## config.mk

```make
export PLATFORM = sky130hd
export DESIGN_NAME = shift_reg2_ctrl_flat
export DESIGN_NICKNAME = d
export VERILOG_FILES = /design/src/rtl/shift_reg2_pkg.sv /design/src/rtl/shift_reg2_ctrl_if.sv /design/src/rtl/shift_reg2_ctrl.sv /design/src/flat_wrapper.sv
export SDC_FILE = /design/constraint.sdc
export NUM_CORES = 1
export LEC_CHECK = 0
export CAP_MARGIN = 20
export CORE_ASPECT_RATIO = 1.4
export CORE_UTILIZATION = 45
export DETAILED_ROUTE_END_ITERATION = 7
export MAX_ROUTING_LAYER = met4
export PLACE_DENSITY = 0.78
export SYNTH_ARGS = -nofsm -noshare
export SYNTH_HDL_FRONTEND = slang
export SYNTH_SLANG_ARGS = --single-unit
export TNS_END_PERCENT = 1
```

## constraint.sdc

```tcl
create_clock -name clk -period 3.1 [get_ports clk]
set_clock_uncertainty 0.1 [all_clocks]
set_input_delay 0.465 -clock clk [delete_from_list [all_inputs] [get_ports clk]]
set_output_delay 0.465 -clock clk [all_outputs]
set_load 0.1 [all_outputs]
```

## src/rtl/shift_reg2_pkg.sv

```systemverilog
// Shared constants and types for the shift_reg2 controller and its datapath register.
// Holds the direction codes, the command opcode enum and the controller FSM states.
package shift_reg2_pkg;

    localparam int DEFAULT_DATA_W = 8;
    localparam int DEFAULT_CNT_W  = 3;

    localparam logic [2:0] DIR_SHR  = 3'b000;
    localparam logic [2:0] DIR_LOAD = 3'b011;
    localparam logic [2:0] DIR_ROL2 = 3'b100;

    typedef enum logic [1:0] {
        OP_LOAD     = 2'b00,
        OP_SHR      = 2'b01,
        OP_ROL2     = 2'b10,
        OP_LOAD_SHR = 2'b11
    } op_t;

    typedef enum logic [2:0] {
        IDLE,
        LOAD,
        STEP,
        SETTLE,
        RESP
    } state_t;

    // Only ROL2 rotates; every other stepping operation is a logical right shift.
    function automatic logic [2:0] step_dir(input op_t op);
        return (op == OP_ROL2) ? DIR_ROL2 : DIR_SHR;
    endfunction

endpackage

```

## src/rtl/shift_reg2_ctrl_if.sv

```systemverilog
// Command and response handshake bundle between the control logic and shift_reg2_ctrl.
// The master side issues commands and consumes responses.
interface shift_reg2_ctrl_if
    import shift_reg2_pkg::*;
#(
    parameter int DATA_W = DEFAULT_DATA_W,
    parameter int CNT_W  = DEFAULT_CNT_W
);

    logic              cmd_valid;
    logic              cmd_ready;
    logic [1:0]        cmd_op;
    logic [CNT_W-1:0]  cmd_count;
    logic [DATA_W-1:0] cmd_data;
    logic              rsp_valid;
    logic              rsp_ready;
    logic [DATA_W-1:0] rsp_data;

    modport master (
        output cmd_valid, cmd_op, cmd_count, cmd_data, rsp_ready,
        input  cmd_ready, rsp_valid, rsp_data
    );

    modport slave (
        input  cmd_valid, cmd_op, cmd_count, cmd_data, rsp_ready,
        output cmd_ready, rsp_valid, rsp_data
    );

endinterface

```

## src/rtl/shift_reg2_ctrl.sv

```systemverilog
// Sequences shift_reg2 pins for one command at a time and returns the resulting register value.
// All outputs, including the shift-register pins, are registered.
module shift_reg2_ctrl
    import shift_reg2_pkg::*;
#(
    parameter int DATA_W = DEFAULT_DATA_W,
    parameter int CNT_W  = DEFAULT_CNT_W
) (
    input  logic              clk,
    input  logic              reset,
    shift_reg2_ctrl_if.slave  bus,
    output logic              sr_enable,
    output logic [2:0]        sr_shift_direction,
    output logic [DATA_W-1:0] sr_data_in,
    input  logic [DATA_W-1:0] sr_data_out
);

    state_t           state;
    op_t              op;
    logic [CNT_W-1:0] count;
    logic [CNT_W-1:0] step_cnt;

    // step_cnt holds the enable cycles still to run, including the current one.
    always_ff @(posedge clk) begin
        if (reset) begin
            state              <= IDLE;
            op                 <= OP_LOAD;
            count              <= '0;
            step_cnt           <= '0;
            bus.cmd_ready      <= 1'b1;
            bus.rsp_valid      <= 1'b0;
            bus.rsp_data       <= '0;
            sr_enable          <= 1'b0;
            sr_shift_direction <= DIR_SHR;
            sr_data_in         <= '0;
        end else begin
            case (state)
                IDLE: begin
                    if (bus.cmd_valid) begin
                        op            <= op_t'(bus.cmd_op);
                        count         <= bus.cmd_count;
                        sr_data_in    <= bus.cmd_data;
                        bus.cmd_ready <= 1'b0;
                        if (op_t'(bus.cmd_op) == OP_LOAD || op_t'(bus.cmd_op) == OP_LOAD_SHR) begin
                            state              <= LOAD;
                            sr_enable          <= 1'b1;
                            sr_shift_direction <= DIR_LOAD;
                        end else if (bus.cmd_count != '0) begin
                            state              <= STEP;
                            step_cnt           <= bus.cmd_count;
                            sr_enable          <= 1'b1;
                            sr_shift_direction <= step_dir(op_t'(bus.cmd_op));
                        end else begin
                            state <= SETTLE;
                        end
                    end
                end

                LOAD: begin
                    if (op == OP_LOAD_SHR && count != '0) begin
                        state              <= STEP;
                        step_cnt           <= count;
                        sr_shift_direction <= DIR_SHR;
                    end else begin
                        state              <= SETTLE;
                        sr_enable          <= 1'b0;
                        sr_shift_direction <= DIR_SHR;
                    end
                end

                STEP: begin
                    step_cnt <= step_cnt - CNT_W'(1);
                    if (step_cnt == CNT_W'(1)) begin
                        state              <= SETTLE;
                        sr_enable          <= 1'b0;
                        sr_shift_direction <= DIR_SHR;
                    end
                end

                // The last enabled edge has landed, so data_out is final here.
                SETTLE: begin
                    bus.rsp_data  <= sr_data_out;
                    bus.rsp_valid <= 1'b1;
                    state         <= RESP;
                end

                RESP: begin
                    if (bus.rsp_ready) begin
                        bus.rsp_valid <= 1'b0;
                        bus.cmd_ready <= 1'b1;
                        state         <= IDLE;
                    end
                end

                default: state <= IDLE;
            endcase
        end
    end

endmodule

```

## src/flat_wrapper.sv

```systemverilog
// flat-port wrapper written by rule: the top's interface ports become plain ports
module shift_reg2_ctrl_flat import shift_reg2_pkg::*;
#(
    parameter int DATA_W = DEFAULT_DATA_W,
    parameter int CNT_W  = DEFAULT_CNT_W
)
  (clk, reset, sr_enable, sr_shift_direction, sr_data_in, sr_data_out, bus_cmd_valid, bus_cmd_op, bus_cmd_count, bus_cmd_data, bus_rsp_ready, bus_cmd_ready, bus_rsp_valid, bus_rsp_data);
  shift_reg2_ctrl_if #(.DATA_W(DATA_W), .CNT_W(CNT_W)) bus_i ();
  input  logic clk;
  input  logic reset;
  output logic sr_enable;
  output logic [2:0] sr_shift_direction;
  output logic [DATA_W-1:0] sr_data_in;
  input  logic [DATA_W-1:0] sr_data_out;
  input wire logic [$bits(bus_i.cmd_valid)-1:0] bus_cmd_valid;
  input wire logic [$bits(bus_i.cmd_op)-1:0] bus_cmd_op;
  input wire logic [$bits(bus_i.cmd_count)-1:0] bus_cmd_count;
  input wire logic [$bits(bus_i.cmd_data)-1:0] bus_cmd_data;
  input wire logic [$bits(bus_i.rsp_ready)-1:0] bus_rsp_ready;
  output wire logic [$bits(bus_i.cmd_ready)-1:0] bus_cmd_ready;
  output wire logic [$bits(bus_i.rsp_valid)-1:0] bus_rsp_valid;
  output wire logic [$bits(bus_i.rsp_data)-1:0] bus_rsp_data;
  assign bus_i.cmd_valid = bus_cmd_valid;
  assign bus_i.cmd_op = bus_cmd_op;
  assign bus_i.cmd_count = bus_cmd_count;
  assign bus_i.cmd_data = bus_cmd_data;
  assign bus_i.rsp_ready = bus_rsp_ready;
  assign bus_cmd_ready = bus_i.cmd_ready;
  assign bus_rsp_valid = bus_i.rsp_valid;
  assign bus_rsp_data = bus_i.rsp_data;
  shift_reg2_ctrl #(.DATA_W(DATA_W), .CNT_W(CNT_W)) u_core (.clk(clk), .reset(reset), .bus(bus_i), .sr_enable(sr_enable), .sr_shift_direction(sr_shift_direction), .sr_data_in(sr_data_in), .sr_data_out(sr_data_out));
endmodule
```

Word level (Yosys, flattened, before mapping)
Cells that the tools add are included.
Storage, ports and cells
  bits in registers: 33
  input port bits: 25
  logic and storage cells: 72
Operators by class
  add/sub/neg operators: 1
  eq/ne operators: 16
  mux-type cells: 29
  reductions and logical operators: 16
Operator list (count)
  $mux 3: 13
  $pmux 3 s3: 2
  $pmux 3 s5: 1
  $mux 1: 10
  $reduce_and 5->1: 2
  $reduce_bool 3->1: 3
  $ne 2x2->1 const B: 4
  $eq 2x2->1 const B: 3
  $eq 3x1->1 const B: 2
  $eq 3x2->1 const B: 2
  $ne 2x1->1 const B: 3
  $reduce_and 3->1: 2
  $pmux 1 s2: 2
  $reduce_and 2->1: 2
  $reduce_and 4->1: 1
  $reduce_bool 2->1: 2
  $eq 3x3->1 const B: 1
  $logic_not 3->1: 1
  $ne 3x1->1 const B: 1
  $pmux 1 s3: 1
  $sub 3x1->3 const B: 1
  $logic_not 2->1: 1
  $logic_and 1x1->1: 1
  $logic_or 1x1->1: 1

Longest topological paths before layout
  word-level depth: 6
  depth in mapped cells: 6

Least setup slack after synthesis
Ideal clock, no wire load.
  path kind: register to output
  start point: register u_core.sr_shift_direction[1]
  end point: output sr_shift_direction[1]
  arrival: 1.368 ns
  slack: 1.167 ns
  stages on the path, launching flop included: 2
  buffers on the path: 1
  cells stage by stage: dfxtp_1 buf_4
RTL lines
  start, declared: line shift_reg2_ctrl.sv:13  | output logic [2:0] sr_shift_direction,
  start signal, assigned: line shift_reg2_ctrl.sv:52  | sr_shift_direction <= step_dir(op_t'(bus.cmd_op));
  end, declared: line flat_wrapper.sv:12  | output logic [2:0] sr_shift_direction;
No word-level cell between the ends.

Worst setup path in the final report
  start point: input bus_cmd_op[0]
  end point: register u_core.step_cnt[1]
Between the ends
  longest elaborated chain between the ends: 4
Ends and longest elaborated chain
  start, declared: line flat_wrapper.sv:16  | input wire logic [$bits(bus_i.cmd_op)-1:0] bus_cmd_op;
  $eq 2x2->1 or $logic_not 2->1 (tied branches): line shift_reg2_ctrl.sv:44  | if (op_t'(bus.cmd_op) == OP_LOAD || op_t'(bus.cmd_op) == OP_LOAD_SHR) begin
  $logic_or 1x1->1 (*): line shift_reg2_ctrl.sv:44
  $ne 2x2->1 (no line) (*)
  $reduce_and 5->1 (no line) (*)
  end signal, assigned: line shift_reg2_ctrl.sv:50  | step_cnt <= bus.cmd_count;
  end signal, assigned: line shift_reg2_ctrl.sv:62  | step_cnt <= count;
  end signal, assigned: line shift_reg2_ctrl.sv:72  | step_cnt <= step_cnt - CNT_W'(1);
  end, declared: line shift_reg2_ctrl.sv:21  | logic [CNT_W-1:0] step_cnt;
Mark *: on every way between the ends. The rest lies on a longest branch, timed or not.
A chain may end at the register's enable or synchronous reset.

==> results.ini <==
[grt]
grt_usage_pct=22.0
grt_overflow=0
grt_max_degree=24
grt_pass1_vias=1316
antenna_found_initial=0
grt_pass1_wl_microns=5860

[die]
die_w_microns=50.8
core_sq_mm=0.00315
num_rows=24
dieArea_sq_mm=0.00357
start_util_pct=47.6
die_h_microns=70.3
io_pins=47

[timing]
min_period_ps=2120
max_freq_mhz=472
setup_viol=0
drv_slew=0
maxSlewHeadroom_pct=54.2
fin_crit_sh_pct=68.4
hold_viol=0
grt_setup_unrepaired=false
finalSetupTns_ps=0
tightestPinTransition_ps=685

[yosys]
synth_enable_flop_cells=0
yosysWarnings=0
syn_area_sq_mm=0.00150
ys_seq_area_share_pct=42.7
synth-seq-cells=32
syn_area_per_cell_sq_um=7.98
ys.flop_type=dfxtp_1
syn-instance-count=188
synth_cell_type_count=36
synthArstFlopShare_pct=0
syn_nets=216

[run]
drv_cap=0

[cts]
clk_pin_slew_worst_paths_ps=70
cts.path.max_buffers=2
numCtsBuffers=5
cts_max_level=2
cts.sinks=32
cts_tree=done
root_buffer=clkbuf_8
cts_setup_buffers=0
cts-resized-gates=0
ctsHoldBuffers=0
clk_latency_ps=280

[layout]
drive_above_1_share_pct=17.3
fill_cells=294
stdcell_count=270
diodes=0
fin_nets=258
area_growth_pct=33.9

[setup_path]
endpoint_kind=flip-flop
crit_slowest_cell=a2111oi_0
critPathKind=primary input to flip-flop
r2r_start=u_core.state[0]
cp.required_ps=3200
setup.worst_path.start=bus_cmd_op[0]
arrival_ps=2220
cp_max_fo=4
cp_cell_sequence=clkdlybuf4s50_1 > inv_1 > ha_1 > nor2_1 > a2111oi_0 > o21ai_0 > a21oi_1
cp-start-kind=primary input
slowest_delay_ps=520

[placed_design]
io_buffers=46
gp_congestion=0.854
hpwl_microns=2440
dp.cells=262

[routing]
dr.pass1.iters=6
vias=1464
antenna_left=0
drtIter0Drc=37
wl_per_cell_microns=13.1
routed_wl_microns=3530
routed_via_density=5.42
post-route-drc-count=0

[power_and_ir_drop]
ir_drop_v=0.000443
p_leak_nw=0.799
power_density_mw_per_mm2=666
power.total_mw=1.34

[hold_path]
min_from=u_core.bus.rsp_data[7]
hold_path.class=flip-flop to flip-flop

[run_status]
status=complete, no violations

## flip-flops by register name, summed over array words and instances, names as in the netlist
name	flops
u_core.step_cnt	3
u_core.state	3
u_core.count	3
u_core.sr_enable	1
u_core.op	2
u_core.bus.rsp_data	8
u_core.sr_data_in	8
u_core.bus.cmd_ready	1
u_core.bus.rsp_valid	1
u_core.sr_shift_direction	2
## final timing paths
check                           endpoint  slack [ps]  cells past startpoint
hold reg to reg   u_core.bus.rsp_data[7]         350                      2
setup / recovery      u_core.step_cnt[1]         980                      7
setup reg to reg      u_core.step_cnt[1]        1140                      4
hold / removal    u_core.bus.rsp_data[7]         350                      2
## cells in the final DEF, fill, tap and decap left out, types with 2 or more instances in the layout
| cell type | instances |
|---|---|
| or3_1 | 2 |
| nand4_1 | 2 |
| nor3_1 | 3 |
| o21ai_0 | 5 |
| o311a_1 | 2 |
| nand2_1 | 46 |
| or3b_2 | 3 |
| a21o_1 | 4 |
| o2111ai_1 | 2 |
| ha_1 | 3 |
| buf_4 | 24 |
| inv_1 | 5 |
| or2_2 | 3 |
| nand3b_1 | 5 |
| dfxtp_1 | 32 |
| a21oi_1 | 35 |
| clkbuf_8 | 5 |
| nor2_1 | 6 |
| clkdlybuf4s50_1 | 24 |
## cells by family (layout without fill, tap and decap cells)
family	after synthesis	after routing	share of synthesized area, %
xor gates and xnor gates	1	1	0.584
buffers and inverters	18	61	5.75
DFF	32	32	42.7
adders and majority gates	3	3	2.50
and+or+nand+nor	73	73	22.7
AOI/OAI and AO/OA	61	61	25.8
## worst max-delay path, delay by kind of cell
family                     cells  cell delay, ps
AOI/OAI and AO/OA              3             840
and+or+nand+nor                1              70
adders and majority gates      1             320
buffers and inverters          2             530
## metrics by stage
stage | setup WS [ps] | cell area, sq um | util (%) | hold WS (ps)
2_1_floorplan | 1170 | 1500 | - | 337
3_3_place_gp | 746 | 1900 | 60.3 | 342
6_report | 980 | 2010 | 63.7 | 355
3_5_place_dp | 679 | 1900 | 60.3 | 348
5_1_grt | 796 | 2010 | 63.7 | 381
4_1_cts | 966 | 2010 | 63.7 | 358
## power by group
part	total [mW]	internal [mW]	switching, mW
Clock	0.392	0.238	0.154
Sequential	0.502	0.453	0.0497
Combinational	0.444	0.145	0.299
## routing by layer
layer  wire length, microns  share of wire [%]  global-route usage, %
met4                     56                1.6                   10.2
met2                   1780                 50                   34.7
met1                   1520                 43                   26.1
met3                    172                4.9                   5.23
met5                      0                  0                      -
## cell type report
type,count,area [sq um],area share [%]
Timing Repair Buffer,48,420,20.9
Inverter,5,18.8,0.934
Clock buffer,6,72.6,3.61
Sequential cell,32,641,31.9
Multi-Input combinational cell,138,773,38.5
Clock inverter,2,35.0,1.74
Tap cell,39,48.8,2.43
## synth_stat cells, types with 4 or more instances
cell	number	area, sq um
nand2_1	46	173
a21oi_1	35	175
dfxtp_1	32	641
clkbuf_1	6	22.5
nor2_1	6	22.5
inv_1	5	18.8
nand3b_1	5	37.5
o21ai_0	5	25.0
a21o_1	4	30.0
buf_4	4	30.0
(Power assumes the default switching activity.)
